## src/rtl/pipe_ctl_pkg.sv

```systemverilog
// Shared definitions for the pipeline sequencing controller.
//   - ctl_state_e  : controller FSM encoding (RUN / DRAIN / HALT)
//   - SB_SLOTS     : scoreboard depth, one slot per stage after ID (EX, MEM, WB)
//   - SLOT_*       : slot indices inside the scoreboard vectors
//   - NOP_INSTR    : instruction word the IF/ID and ID/EX latches load on flush/bubble
//   - cmp_slot_mask: which slots take part in the RAW hazard compare
package pipe_ctl_pkg;

  typedef enum logic [1:0] {
    ST_RUN   = 2'b00,
    ST_DRAIN = 2'b01,
    ST_HALT  = 2'b10
  } ctl_state_e;

  localparam int unsigned SB_SLOTS = 3;
  localparam int unsigned SLOT_EX  = 0;
  localparam int unsigned SLOT_MEM = 1;
  localparam int unsigned SLOT_WB  = 2;

  localparam int unsigned INSTR_W = 32;
  localparam logic [INSTR_W-1:0] NOP_INSTR = 32'h0000_0000;

  // WB is skipped when the register file forwards a same-cycle write to the read.
  function automatic logic [SB_SLOTS-1:0] cmp_slot_mask(input bit wb_bypass);
    return wb_bypass ? 3'b011 : 3'b111;
  endfunction

endpackage

```

## src/rtl/pipe_hazard_ctl_if.sv

```systemverilog
// Bundle between the pipeline datapath and the hazard/sequencing controller.
//   master : datapath side, drives ID-stage decode info, EX redirect and memory busy
//   slave  : controller side, returns stall / bubble / flush / freeze / halted / sb_busy
interface pipe_hazard_ctl_if #(
  parameter int unsigned REG_BITS = 3
);

  logic                     id_valid;
  logic [REG_BITS-1:0]      id_rs;
  logic                     id_rs_used;
  logic [REG_BITS-1:0]      id_rt;
  logic                     id_rt_used;
  logic                     id_wr_en;
  logic [REG_BITS-1:0]      id_wr_reg;
  logic                     id_halt;
  logic                     ex_pcsrc;
  logic                     mem_stall;

  logic                     stall_pc;
  logic                     bubble_ex;
  logic                     flush_ifid;
  logic                     freeze;
  logic                     halted;
  logic [(2**REG_BITS)-1:0] sb_busy;

  modport master (
    output id_valid, id_rs, id_rs_used, id_rt, id_rt_used,
           id_wr_en, id_wr_reg, id_halt, ex_pcsrc, mem_stall,
    input  stall_pc, bubble_ex, flush_ifid, freeze, halted, sb_busy
  );

  modport slave (
    input  id_valid, id_rs, id_rs_used, id_rt, id_rt_used,
           id_wr_en, id_wr_reg, id_halt, ex_pcsrc, mem_stall,
    output stall_pc, bubble_ex, flush_ifid, freeze, halted, sb_busy
  );

endinterface

```

## src/rtl/hazard_scoreboard.sv

```systemverilog
// In-flight register-write scoreboard (EX, MEM, WB slots).
//   clk, rst     : core clock, synchronous active-high reset
//   shift_en     : advance the slots one stage (low while the pipe is frozen)
//   ex_valid_in  : instruction entering EX writes a register
//   ex_reg_in    : its destination register
//   rd_a, rd_b   : two source registers to compare against pending writes
//   hit_a_c/b_c  : a compared slot holds a pending write to rd_a / rd_b
//   busy_c       : per-register pending-write mask over all valid slots
module hazard_scoreboard
  import pipe_ctl_pkg::*;
#(
  parameter int unsigned REG_BITS  = 3,
  parameter bit          WB_BYPASS = 1'b1
) (
  input  logic                     clk,
  input  logic                     rst,
  input  logic                     shift_en,
  input  logic                     ex_valid_in,
  input  logic [REG_BITS-1:0]      ex_reg_in,
  input  logic [REG_BITS-1:0]      rd_a,
  input  logic [REG_BITS-1:0]      rd_b,
  output logic                     hit_a_c,
  output logic                     hit_b_c,
  output logic [(2**REG_BITS)-1:0] busy_c
);

  localparam logic [SB_SLOTS-1:0] CMP_MASK = cmp_slot_mask(WB_BYPASS);

  logic [SB_SLOTS-1:0] slot_vld;
  logic [REG_BITS-1:0] slot_reg [SB_SLOTS];

  // Slot shift: WB <= MEM <= EX <= incoming issue.
  always_ff @(posedge clk) begin
    if (rst) begin
      slot_vld <= '0;
      for (int i = 0; i < SB_SLOTS; i++) slot_reg[i] <= '0;
    end else if (shift_en) begin
      slot_vld[SLOT_WB]  <= slot_vld[SLOT_MEM];
      slot_vld[SLOT_MEM] <= slot_vld[SLOT_EX];
      slot_vld[SLOT_EX]  <= ex_valid_in;
      slot_reg[SLOT_WB]  <= slot_reg[SLOT_MEM];
      slot_reg[SLOT_MEM] <= slot_reg[SLOT_EX];
      slot_reg[SLOT_EX]  <= ex_reg_in;
    end
  end

  // Hit compare on the selected slots; busy mask always covers every slot.
  always_comb begin
    hit_a_c = 1'b0;
    hit_b_c = 1'b0;
    busy_c  = '0;
    for (int i = 0; i < SB_SLOTS; i++) begin
      if (slot_vld[i]) begin
        busy_c[slot_reg[i]] = 1'b1;
        if (CMP_MASK[i]) begin
          if (slot_reg[i] == rd_a) hit_a_c = 1'b1;
          if (slot_reg[i] == rd_b) hit_b_c = 1'b1;
        end
      end
    end
  end

endmodule

```

## src/rtl/pipe_hazard_ctl.sv

```systemverilog
// Pipeline sequencing controller for the 5-stage core.
//   clk, rst : core clock, synchronous active-high reset
//   bus      : slave side of pipe_hazard_ctl_if
//              in : id_valid, id_rs/_used, id_rt/_used, id_wr_en, id_wr_reg,
//                   id_halt, ex_pcsrc, mem_stall
//              out: stall_pc, bubble_ex, flush_ifid, freeze (combinational),
//                   halted (registered, sticky), sb_busy (scoreboard debug mask)
// Per-cycle priority: rst > mem_stall > DRAIN/HALT > ex_pcsrc > RAW hazard > normal.
module pipe_hazard_ctl
  import pipe_ctl_pkg::*;
#(
  parameter int unsigned REG_BITS     = 3,
  parameter bit          WB_BYPASS    = 1'b1,
  parameter int unsigned DRAIN_CYCLES = 3
) (
  input  logic            clk,
  input  logic            rst,
  pipe_hazard_ctl_if.slave bus
);

  localparam int unsigned CNT_W = (DRAIN_CYCLES > 2) ? $clog2(DRAIN_CYCLES) : 1;

  ctl_state_e               state;
  logic [CNT_W-1:0]         drain_cnt;
  logic                     halted_q;

  logic                     hit_rs_c;
  logic                     hit_rt_c;
  logic                     hazard_c;
  logic                     run_c;
  logic                     issue_c;
  logic                     shift_en_c;
  logic [(2**REG_BITS)-1:0] busy_c;

  assign run_c      = (state == ST_RUN);
  assign hazard_c   = bus.id_valid &
                      ((bus.id_rs_used & hit_rs_c) | (bus.id_rt_used & hit_rt_c));
  assign issue_c    = bus.id_valid & ~hazard_c & ~bus.ex_pcsrc & run_c;
  assign shift_en_c = ~bus.mem_stall;

  hazard_scoreboard #(
    .REG_BITS  (REG_BITS),
    .WB_BYPASS (WB_BYPASS)
  ) u_sb (
    .clk         (clk),
    .rst         (rst),
    .shift_en    (shift_en_c),
    .ex_valid_in (issue_c & bus.id_wr_en & ~bus.id_halt),
    .ex_reg_in   (bus.id_wr_reg),
    .rd_a        (bus.id_rs),
    .rd_b        (bus.id_rt),
    .hit_a_c     (hit_rs_c),
    .hit_b_c     (hit_rt_c),
    .busy_c      (busy_c)
  );

  // RUN/DRAIN/HALT sequencing; everything holds while memory is busy.
  always_ff @(posedge clk) begin
    if (rst) begin
      state     <= ST_RUN;
      drain_cnt <= '0;
      halted_q  <= 1'b0;
    end else if (!bus.mem_stall) begin
      case (state)
        ST_RUN: begin
          if (issue_c && bus.id_halt) begin
            state     <= ST_DRAIN;
            drain_cnt <= CNT_W'(DRAIN_CYCLES - 1);
          end
        end
        ST_DRAIN: begin
          if (drain_cnt == '0) begin
            state    <= ST_HALT;
            halted_q <= 1'b1;
          end else begin
            drain_cnt <= drain_cnt - CNT_W'(1);
          end
        end
        ST_HALT: begin
          halted_q <= 1'b1;
        end
        default: begin
          state    <= ST_RUN;
          halted_q <= 1'b0;
        end
      endcase
    end
  end

  // Latch controls act in the same cycle; redirect is ignored once HALT is in flight.
  always_comb begin
    bus.stall_pc   = 1'b0;
    bus.bubble_ex  = 1'b0;
    bus.flush_ifid = 1'b0;
    bus.freeze     = 1'b0;
    if (rst) begin
      bus.freeze = 1'b0;
    end else if (bus.mem_stall) begin
      bus.freeze = 1'b1;
    end else if (!run_c) begin
      bus.stall_pc  = 1'b1;
      bus.bubble_ex = 1'b1;
    end else if (bus.ex_pcsrc) begin
      bus.flush_ifid = 1'b1;
      bus.bubble_ex  = 1'b1;
    end else if (hazard_c) begin
      bus.stall_pc  = 1'b1;
      bus.bubble_ex = 1'b1;
    end
  end

  assign bus.halted  = halted_q;
  assign bus.sb_busy = busy_c;

endmodule

```

## src/flat_wrapper.sv

```systemverilog
// flat-port wrapper written by rule: the top's interface ports become plain ports
module pipe_hazard_ctl_flat import pipe_ctl_pkg::*;
#(
  parameter int unsigned REG_BITS     = 3,
  parameter bit          WB_BYPASS    = 1'b1,
  parameter int unsigned DRAIN_CYCLES = 3
)
  (clk, rst, bus_id_valid, bus_id_rs, bus_id_rs_used, bus_id_rt, bus_id_rt_used, bus_id_wr_en, bus_id_wr_reg, bus_id_halt, bus_ex_pcsrc, bus_mem_stall, bus_stall_pc, bus_bubble_ex, bus_flush_ifid, bus_freeze, bus_halted, bus_sb_busy);
  pipe_hazard_ctl_if #(.REG_BITS(REG_BITS)) bus_i ();
  input  logic clk;
  input  logic rst;
  input wire logic [$bits(bus_i.id_valid)-1:0] bus_id_valid;
  input wire logic [$bits(bus_i.id_rs)-1:0] bus_id_rs;
  input wire logic [$bits(bus_i.id_rs_used)-1:0] bus_id_rs_used;
  input wire logic [$bits(bus_i.id_rt)-1:0] bus_id_rt;
  input wire logic [$bits(bus_i.id_rt_used)-1:0] bus_id_rt_used;
  input wire logic [$bits(bus_i.id_wr_en)-1:0] bus_id_wr_en;
  input wire logic [$bits(bus_i.id_wr_reg)-1:0] bus_id_wr_reg;
  input wire logic [$bits(bus_i.id_halt)-1:0] bus_id_halt;
  input wire logic [$bits(bus_i.ex_pcsrc)-1:0] bus_ex_pcsrc;
  input wire logic [$bits(bus_i.mem_stall)-1:0] bus_mem_stall;
  output wire logic [$bits(bus_i.stall_pc)-1:0] bus_stall_pc;
  output wire logic [$bits(bus_i.bubble_ex)-1:0] bus_bubble_ex;
  output wire logic [$bits(bus_i.flush_ifid)-1:0] bus_flush_ifid;
  output wire logic [$bits(bus_i.freeze)-1:0] bus_freeze;
  output wire logic [$bits(bus_i.halted)-1:0] bus_halted;
  output wire logic [$bits(bus_i.sb_busy)-1:0] bus_sb_busy;
  assign bus_i.id_valid = bus_id_valid;
  assign bus_i.id_rs = bus_id_rs;
  assign bus_i.id_rs_used = bus_id_rs_used;
  assign bus_i.id_rt = bus_id_rt;
  assign bus_i.id_rt_used = bus_id_rt_used;
  assign bus_i.id_wr_en = bus_id_wr_en;
  assign bus_i.id_wr_reg = bus_id_wr_reg;
  assign bus_i.id_halt = bus_id_halt;
  assign bus_i.ex_pcsrc = bus_ex_pcsrc;
  assign bus_i.mem_stall = bus_mem_stall;
  assign bus_stall_pc = bus_i.stall_pc;
  assign bus_bubble_ex = bus_i.bubble_ex;
  assign bus_flush_ifid = bus_i.flush_ifid;
  assign bus_freeze = bus_i.freeze;
  assign bus_halted = bus_i.halted;
  assign bus_sb_busy = bus_i.sb_busy;
  pipe_hazard_ctl #(.REG_BITS(REG_BITS), .WB_BYPASS(WB_BYPASS), .DRAIN_CYCLES(DRAIN_CYCLES)) u_core (.clk(clk), .rst(rst), .bus(bus_i));
endmodule
```

## config.mk

```make
export PLATFORM = sky130hd
export DESIGN_NAME = pipe_hazard_ctl_flat
export DESIGN_NICKNAME = d
export VERILOG_FILES = /design/src/rtl/pipe_ctl_pkg.sv /design/src/rtl/pipe_hazard_ctl_if.sv /design/src/rtl/hazard_scoreboard.sv /design/src/rtl/pipe_hazard_ctl.sv /design/src/flat_wrapper.sv
export SDC_FILE = /design/constraint.sdc
export NUM_CORES = 1
export LEC_CHECK = 0
export CAP_MARGIN = 15
export CORE_ASPECT_RATIO = 1.25
export CORE_MARGIN = 2
export CORE_UTILIZATION = 45
export DETAILED_ROUTE_END_ITERATION = 6
export GPL_TIMING_DRIVEN = 0
export PLACE_DENSITY = 0.76
export SLEW_MARGIN = 10
export SYNTH_ARGS = -nofsm -noshare
export SYNTH_HDL_FRONTEND = slang
export SYNTH_HIERARCHICAL = 1
export SYNTH_SLANG_ARGS = --single-unit
```

## constraint.sdc

```tcl
create_clock -name clk -period 1.7 [get_ports clk]
set_clock_uncertainty 0.15 [all_clocks]
set_input_delay 0.17 -clock clk [delete_from_list [all_inputs] [get_ports clk]]
set_output_delay 0.17 -clock clk [all_outputs]
set_load 0.1 [all_outputs]
```

==> results of run 1 <==
## stage by stage
step / std cells / setup TNS [ps] / setup WS [ps] / total power, mW / hold WS (ps)
2_1_floorplan: 151 / -1080 / -450 / 0.701 / 92.4
4_1_cts: 234 / -2680 / -484 / 1.09 / 220
5_1_grt: 238 / -5300 / -627 / 1.18 / 201
6_report: 238 / -4050 / -528 / 1.13 / 196
3_3_place_gp: 216 / -10650 / -1230 / 0.786 / 333
3_5_place_dp: 216 / -11190 / -1280 / 0.797 / 367
## per-layer routing
layer  share of wire, %  vias to the layer above  wire (um)  track usage [%]
li1                   -                      640          -                -
met1                 34                      676       1410             25.7
met2                 57                       51       2350             48.3
met3                3.8                       16        156             5.07
met4                4.5                        0        186             14.4
met5                  0                        -          0                0
## cell families after synthesis
kind of cell	count (synthesis)	synth area share (%)
buffers and inverters	16	5.93
AND/OR/NAND/NOR	77	32.9
flip-flops	17	32.4
adder cells (fa/ha/maj)	4	3.77
XOR/XNOR	12	7.91
multiplexers	4	3.01
AO/OA/AOI/OAI	21	14.1
## synth_stat cells, drive strengths merged
cell | instances | area [um^2]
nand4b | 1 | 8.76
o311ai | 2 | 25.0
nor2 | 11 | 41.3
o31ai | 1 | 7.51
ha | 4 | 50.1
or2 | 3 | 18.8
a22o | 1 | 10.0
xnor2 | 12 | 105
a31oi | 1 | 6.26
inv | 8 | 30.0
and3 | 1 | 11.3
mux2i | 4 | 40.0
edfxtp | 9 | 270
nor2b | 7 | 58.8
clkbuf | 1 | 3.75
a32oi | 2 | 17.5
nor3b | 1 | 12.5
a2111oi | 1 | 15.0
and2b | 1 | 10.0
a21oi | 2 | 10.0
nand4 | 5 | 31.3
nand2 | 17 | 66.3
a41oi | 1 | 16.3
and2 | 9 | 56.3
a22oi | 2 | 20.0
o221ai | 1 | 8.76
a311oi | 1 | 8.76
nand2b | 1 | 13.8
buf | 7 | 45.0
nand3b | 3 | 22.5
a211oi | 1 | 7.51
nand3 | 10 | 50.1
o21ai | 2 | 10.0
o21a | 1 | 7.51
nor3 | 7 | 35.0
dfxtp | 8 | 160
a221oi | 1 | 8.76
a31o | 1 | 8.76
## power groups by stage
stage                     logic [mW]  clock network [mW]  registers [mW]
after floorplan                0.222                   0           0.480
after detailed placement       0.315                   0           0.482
after CTS                      0.405               0.214           0.472
after global routing           0.473               0.234           0.477
final                          0.450               0.204           0.474
after global placement         0.305                   0           0.480
## final cells by class
| cell class | count | area, um^2 |
|---|---|---|
| sequential | 17 | 432 |
| tap | 36 | 45.0 |
| timing repair buffer | 47 | 562 |
| inverter | 8 | 33.8 |
| clock buffer | 4 | 26.3 |
| fill | 158 | 591 |
| multi-input combinational | 118 | 1120 |
| buffer | 8 | 78.8 |
## critical path, cell delays in order (launching register included)
cell,delay (ps)
edfxtp_1,390
buf_6,150
xnor2_2,170
nand4_1,160
nand2_2,110
a22o_4,150
a21oi_2,70
nor3_4,230
buf_12,200
## final timing paths
| path | start | to | slack (ps) |
|---|---|---|---|
| worst min register to register | u_core/bus.halted | u_core/bus.halted | 370 |
| worst max-delay path | u_core/u_sb/slot_reg[0][4] | bus_stall_pc | -530 |
| worst min-delay path | bus_mem_stall | u_core/drain_cnt[0] | 200 |
| worst max register to register | u_core/u_sb/slot_reg[0][5] | u_core/state[0] | -450 |
## what timing repair did
action                                  4_1_cts  5_1_grt
endpoints found under the setup margin       18       18
pin swaps                                    14        9
hold buffers                                  0        0
buffers inserted                             14        6
resized for setup                           140       18
==> results.yml, run 1 <==
die:
  start_util_pct: 46.0
  io_pins: 31
  dieArea_um2: 3410
  die_x_um: 52.6
  rows: 22
  die_y_um: 64.8
  core_area_um2: 2890
clocking:
  root_buffer: "clkbuf_4"
  insertion_delay_ps: 280
  clockBufferDepth: 2
  cts_tree: "built"
  clkTransAtPathRegs_ps: 90
  clock-sinks: 17
  ctsHtreeMaxLevel: 1
  cts_buffers: 3
timing:
  fin_crit_ps: 2230
  setup_ws_ps: -528
  min_period_over_period_pct: 131
  setup_viol: 15
  slew_violations: 0
  rsz0062_at_grt: "true"
  relSlewSlack_pct: 63.6
  fmax_mhz: 449
  hold_viol: 0
  tightest_slew_ps: 548
cells_and_area:
  final_nets: 225
  area_growth_pct: 73.1
  diodes: 0
  layout_common_cells: "17 x buf_4, 16 x clkdlybuf4s50_1, 12 x buf_12"
  layout_commonest_cell: "buf_4"
  final_core_utilization_pct: 79.6
  drive_above_1_share_pct: 51.5
  design_area_um2: 2300
  largest_reg_flops: 9
power:
  switchingPower_mw: 0.370
  power_density_nw_per_um2: 490
  ir_drop_v: 0.000482
  p_seq_share_pct: 42.0
  p_int_mw: 0.758
  clkPwrFrac_pct: 18.1
  p_leak_nw: 0.919
  swShare_pct: 32.8
  pwr-share-comb_pct: 39.9
synthesis:
  synth_area_um2: 1330
  ys_ff_latch: 17
  yosysSeqAreaShare_pct: 32.4
  synthCells: 151
  yosysUniqueCellTypes: 46
  postSynthAreaPerCell_um2: 8.80
  yosys_warnings: 6
  syn_nets: 173
placed_design:
  io_buffer_count: 29
  dpl.hpwl_mm: 2.48
  dpl_cell_area_um2: 1810
  place.gp.congestion: 0.778
route:
  wire_per_inst_um: 17.2
  totalWireLength_mm: 4.10
  num_vias: 1383
  drtIter0Drc: 27
  vias_per_cell: 5.81
  ant_nets: 0
  dr.pass1.iters: 4
  drcViolationCount: 0
flow_run:
  maxCapViolCount: 0
global_route:
  antenna_found_initial: 0
  grt_pass1_wl_mm: 6.59
  grt_max_degree: 10
  grt_overflow_total: 0
  track_usage_pct: 26.0
  grt_pass1_vias: 1427
hold_path:
  holdPathStages: 4
  hp-class: "in2reg"
outcome:
  violations: "setup timing"
  status: "complete, but fails checks"
setup_path:
  r2r_cells: 10
  critPathLaunchType: "register"
  crit_fanout: 4
  required_ps: 1380
  critPathKind: "reg2out"
  arrival_ps: 1910
  critPathCaptureType: "output port"
Note: power is estimated with default switching activity, not from simulation.
==> run 2, diff against run 1 <==
- CORE_UTILIZATION: 45 -> 30
- PLACE_DENSITY: 0.76 -> default
- RECOVER_POWER: default -> 100
==> run 2 against run 1 <==
Net effect:
- the flow still finishes with violations (setup timing)
- fmax rose by 3.3%
- register-to-register slack improved by 130 ps
- total power rose by 6.7%
- critical path depth did not move
- combinational power fell by 4%
==> results.yml, run 2 (synthesis gave the netlist of run 1 again) <==
die:
  die_y_um: 78.4
  dieArea_um2: 4980
  rows: 27
  io_pins: 31
  core_area_um2: 4320
  start_util_pct: 30.7
  die_x_um: 63.5
timing:
  min_period_over_period_pct: 127
  setup_viol: 15
  tightest_slew_ps: 551
  hold_viol: 0
  fmax_mhz: 464
  setup_ws_ps: -456
  fin_setup_tns_ps: -3040
  rsz0062_at_grt: "true"
  fin_crit_ps: 2160
  relSlewSlack_pct: 63.4
  slew_violations: 0
  hold_slack_ps: 224
route:
  wire_per_inst_um: 14.0
  num_vias: 1339
  totalWireLength_mm: 3.71
  vias_per_cell: 5.05
  drtIter0Drc: 97
  drcViolationCount: 0
  dr.pass1.iters: 4
  ant_nets: 0
setup_path:
  r2r_slack_ps: -320
  critPathKind: "reg2out"
  r2r-start: "u_core/u_sb/slot_reg[0][5]"
  crit_path_max_incr_delay_ps: 380
  r2r_cells: 9
  arrival_ps: 1840
  required_ps: 1380
  critPathLaunchType: "register"
  crit_path_cell_trace: "buf_6 > xnor2_2 > nand4_1 > nand2_2 > a22o_4 > a211oi_4 > nor3_4 > buf_12"
  r2r_end: "u_core/state[0]"
  cp_slowest_cell: "edfxtp_1"
  critPathCaptureType: "output port"
  crit_fanout: 6
hold_path:
  holdPathEnd: "u_core/drain_cnt[0]"
  hp-start: "bus_mem_stall"
  hp-class: "in2reg"
  holdPathStages: 4
placed_design:
  place_ws_ps: -1310
  place.gp.congestion: 0.896
  io_buffer_count: 29
  dpl.hpwl_mm: 2.49
cells_and_area:
  largest_reg_flops: 9
  area_growth_pct: 75.5
  layout_common_cells: "19 x buf_4, 16 x clkdlybuf4s50_1, 13 x buf_6"
  diodes: 0
  final_core_utilization_pct: 53.9
  nFillCells: 386
  final_nets: 230
  layout_commonest_cell: "buf_4"
  drive_above_1_share_pct: 49.3
clocking:
  hold_buffers: 0
  cts_buffers: 3
  clock-sinks: 17
  clockBufferDepth: 2
  ctsHtreeMaxLevel: 1
  root_buffer: "clkbuf_8"
  clkTransAtPathRegs_ps: 70
  insertion_delay_ps: 250
  cts_tree: "built"
flow_run:
  maxCapViolCount: 0
global_route:
  grt_overflow_total: 0
  grt_max_degree: 11
  antenna_found_initial: 0
  grt_pass1_wl_mm: 6.23
  track_usage_pct: 15.4
  grt_pass1_vias: 1393
power:
  p_leak_nw: 0.928
  power_density_nw_per_um2: 516
  ir_drop_v: 0.000413
  power_mw: 1.20
outcome:
  violations: "setup timing"
  status: "complete, but fails checks"
==> run 2: changes by cell type in the layout (fill, tap and decap cells not counted), sizes merged <==
cell / previous run / this run
inv: 7 / 8
clkinv: 0 / 1
clkinvlp: 1 / 0
buf: 38 / 43
clkbuf: 4 / 3
==> run 2: layout make-up <==
class / instances / area [um^2] / share of cell area [%]
timing repair buffer: 52 / 602 / 25.8
inverter: 8 / 30.0 / 1.29
clock inverter: 1 / 5.00 / 0.215
sequential: 17 / 432 / 18.5
multi-input combinational: 118 / 1070 / 45.9
clock buffer: 3 / 41.3 / 1.77
tap: 58 / 72.6 / 3.11
buffer: 8 / 78.8 / 3.38
==> run 2: repair_timing <==
item | in CTS | in global routing
hold endpoints to repair | 0 | 0
resized for setup | 131 | 17
pin swaps | 10 | 18
setup endpoints to repair | 18 | 18
buffers inserted | 11 | 12
==> run 2: stage by stage <==
stage / cell area (um^2) / instances
CTS: 2180 / 253
finish: 2330 / 265
floorplan: 1470 / 151
detailed placement: 1840 / 238
global placement: 1840 / 238
global route: 2330 / 265
==> run 2: report_power, final <==
| part | switching [mW] | internal [mW] | total [mW] | leakage (nW) |
|---|---|---|---|---|
| logic | 0.222 | 0.210 | 0.432 | 0.739 |
| registers | 0.0187 | 0.455 | 0.473 | 0.164 |
| clock network | 0.136 | 0.162 | 0.298 | 0.0255 |
| total | 0.376 | 0.827 | 1.20 | 0.928 |
==> run 2: per-layer routing <==
metal,vias to the layer above,wire length (um),global-route usage (%)
met5,-,0,0
met4,0,42,5.87
met3,4,117,2.01
met2,34,2180,30.7
met1,651,1380,15.8
li1,650,-,-
==> run 2: how the worst max path moves through the flow <==
stage	end	start	depth (start not counted)	slack, ps
after detailed placement	bus_bubble_ex	bus_id_rs[1]	8	-1310
final	bus_bubble_ex	u_core/u_sb/slot_reg[0][5]	8	-460
after CTS	bus_bubble_ex	u_core/u_sb/slot_reg[0][5]	8	-470
after global routing	bus_stall_pc	u_core/u_sb/slot_reg[0][5]	8	-560
after floorplan	bus_bubble_ex	u_core/u_sb/slot_reg[0][4]	7	-450
after global placement	bus_bubble_ex	bus_id_rs[1]	8	-1240
==> run 2: worst max-delay path: cells and delay by family, from the launching register on <==
family                 cells  cell delay (ps)
AO/OA/AOI/OAI              2              500
XOR/XNOR                   1              130
buffers and inverters      2              310
flip-flops                 1              380
AND/OR/NAND/NOR            3              250
==> run 3, diff against run 2 <==
- CAP_MARGIN: 15 -> 10
- CORE_MARGIN: 2 -> 10
- GPL_ROUTABILITY_DRIVEN: default -> 0
==> run 3 against run 2 <==
Net effect:
- routed wire length rose by 12%
- clock power is essentially flat
- flip-flop and latch count unchanged
- global-route usage fell by 4.3 points
- total power rose by 0.51%
- fmax is 0.48% higher
- non-clock buffer count shrank 5
- utilization fell by 0.56 points
- sequential share of layout area grew 0.16 points
- highest routed layer unchanged
- cell area shrank 0.27%
- first-iteration DRC count down 52%
- the flow still finishes with violations (setup timing)
- via count down 1.3%
==> results.yml, run 3 (synthesis gave the netlist of run 1 again) <==
outcome:
  status: "complete, but fails checks"
  violations: "setup timing"
global_route:
  grt_pass1_vias: 1437
  antenna_found_initial: 0
  grt_max_degree: 11
  grt_pass1_wl_mm: 6.75
  track_usage_pct: 11.0
  grt_overflow_total: 0
hold_path:
  hp-class: "in2reg"
  holdPathEnd: "u_core/state[1]"
  holdPathStages: 4
  hp-start: "bus_mem_stall"
setup_path:
  crit_fanout: 5
  critPathKind: "reg2out"
  r2r_cells: 10
  r2r_slack_ps: -370
  critPathCaptureType: "output port"
  r2r_end: "u_core/state[0]"
  r2r-start: "u_core/u_sb/slot_reg[0][2]"
  required_ps: 1380
  arrival_ps: 1830
  critPathLaunchType: "register"
route:
  ant_nets: 0
  dr.pass1.iters: 4
  wire_per_inst_um: 16.0
  drtIter0Drc: 47
  totalWireLength_mm: 4.16
  vias_per_cell: 5.08
  num_vias: 1322
  drcViolationCount: 0
power:
  p_leak_nw: 0.910
  power_density_nw_per_um2: 520
  power_mw: 1.21
  ir_drop_v: 0.000398
timing:
  setup_viol: 15
  hold_viol: 0
  setup_ws_ps: -445
  fin_crit_ps: 2150
  min_period_over_period_pct: 126
  rsz0062_at_grt: "true"
  slew_violations: 0
  tightest_slew_ps: 553
  relSlewSlack_pct: 63.3
  fmax_mhz: 466
clocking:
  ctsHtreeMaxLevel: 1
  clkTransAtPathRegs_ps: 70
  insertion_delay_ps: 250
  cts_tree: "built"
  clock-sinks: 17
  clockBufferDepth: 2
  root_buffer: "clkbuf_8"
  cts_buffers: 3
placed_design:
  dpl.hpwl_mm: 2.79
  io_buffer_count: 29
  place_ws_ps: -1310
cells_and_area:
  layout_commonest_cell: "clkdlybuf4s50_1"
  diodes: 0
  layout_common_cells: "16 x clkdlybuf4s50_1, 14 x buf_6, 13 x buf_4"
  nFillCells: 384
  drive_above_1_share_pct: 49.0
  largest_reg_flops: 9
  final_nets: 225
  area_growth_pct: 75.0
die:
  core_area_um2: 4360
  die_x_um: 79.5
  rows: 27
  start_util_pct: 30.5
  io_pins: 31
  dieArea_um2: 7510
  die_y_um: 94.4
flow_run:
  maxCapViolCount: 0
-- run 3: worst max-delay path by stage --
stage	cells after the start	to	start	slack [ps]
3_3_place_gp	8	bus_bubble_ex	bus_id_rs[1]	-1250
5_1_grt	8	bus_bubble_ex	u_core/u_sb/slot_reg[0][2]	-550
3_5_place_dp	8	bus_bubble_ex	bus_id_rs[1]	-1310
4_1_cts	8	bus_bubble_ex	u_core/u_sb/slot_reg[0][2]	-450
2_1_floorplan	7	bus_bubble_ex	u_core/u_sb/slot_reg[0][4]	-450
6_report	8	bus_bubble_ex	u_core/u_sb/slot_reg[0][1]	-450
-- run 3: critical path, stage by stage, from the launching register on --
cell and delay, ps:
edfxtp_1 390, buf_6 150, xnor2_1 120, nand4_1 120, nand2_2 80, a22o_4 230, a211oi_4 240, nor3_4 60
buf_12 160
-- run 3: layout make-up --
type,count,area (um^2),area share (%)
buffer,8,82.6,3.55
multi-input combinational,118,1100,47.1
clock buffer,3,41.3,1.78
clock inverter,1,5.00,0.215
sequential,17,434,18.7
timing repair buffer,47,564,24.3
inverter,8,30.0,1.29
tap,58,72.6,3.12
-- run 3: routing by layer --
metal | up-vias | part of all wire (%) | global-route usage, %
met5 | - | 0 | 0
met1 | 651 | 35 | 10.4
li1 | 636 | - | -
met3 | 10 | 3.2 | 1.90
met4 | 0 | 2.7 | 5.39
met2 | 25 | 59 | 22.0
-- run 3: repair_timing --
action,in CTS,in global routing
resized for setup,128,29
setup buffers,16,4
hold buffers,0,0
endpoints found under the setup margin,18,18
pin swaps,17,12
-- run 3: report_power, final --
part           switching [mW]  leakage [nW]  internal [mW]
clock network           0.139        0.0255          0.163
registers              0.0197         0.165          0.455
logic                   0.227         0.720          0.206
total                   0.385         0.910          0.824
-- run 3: metrics by stage --
step	hold WS [ps]	cell area, um^2	setup TNS [ps]	cells	util (%)
after global placement	335	1840	-10960	238	42.1
after CTS	231	2210	-3710	258	50.8
after global routing	262	2330	-5430	260	53.4
final	250	2330	-3850	260	53.4
after floorplan	92.4	1470	-1080	151	-
after detailed placement	356	1840	-11510	238	42.1
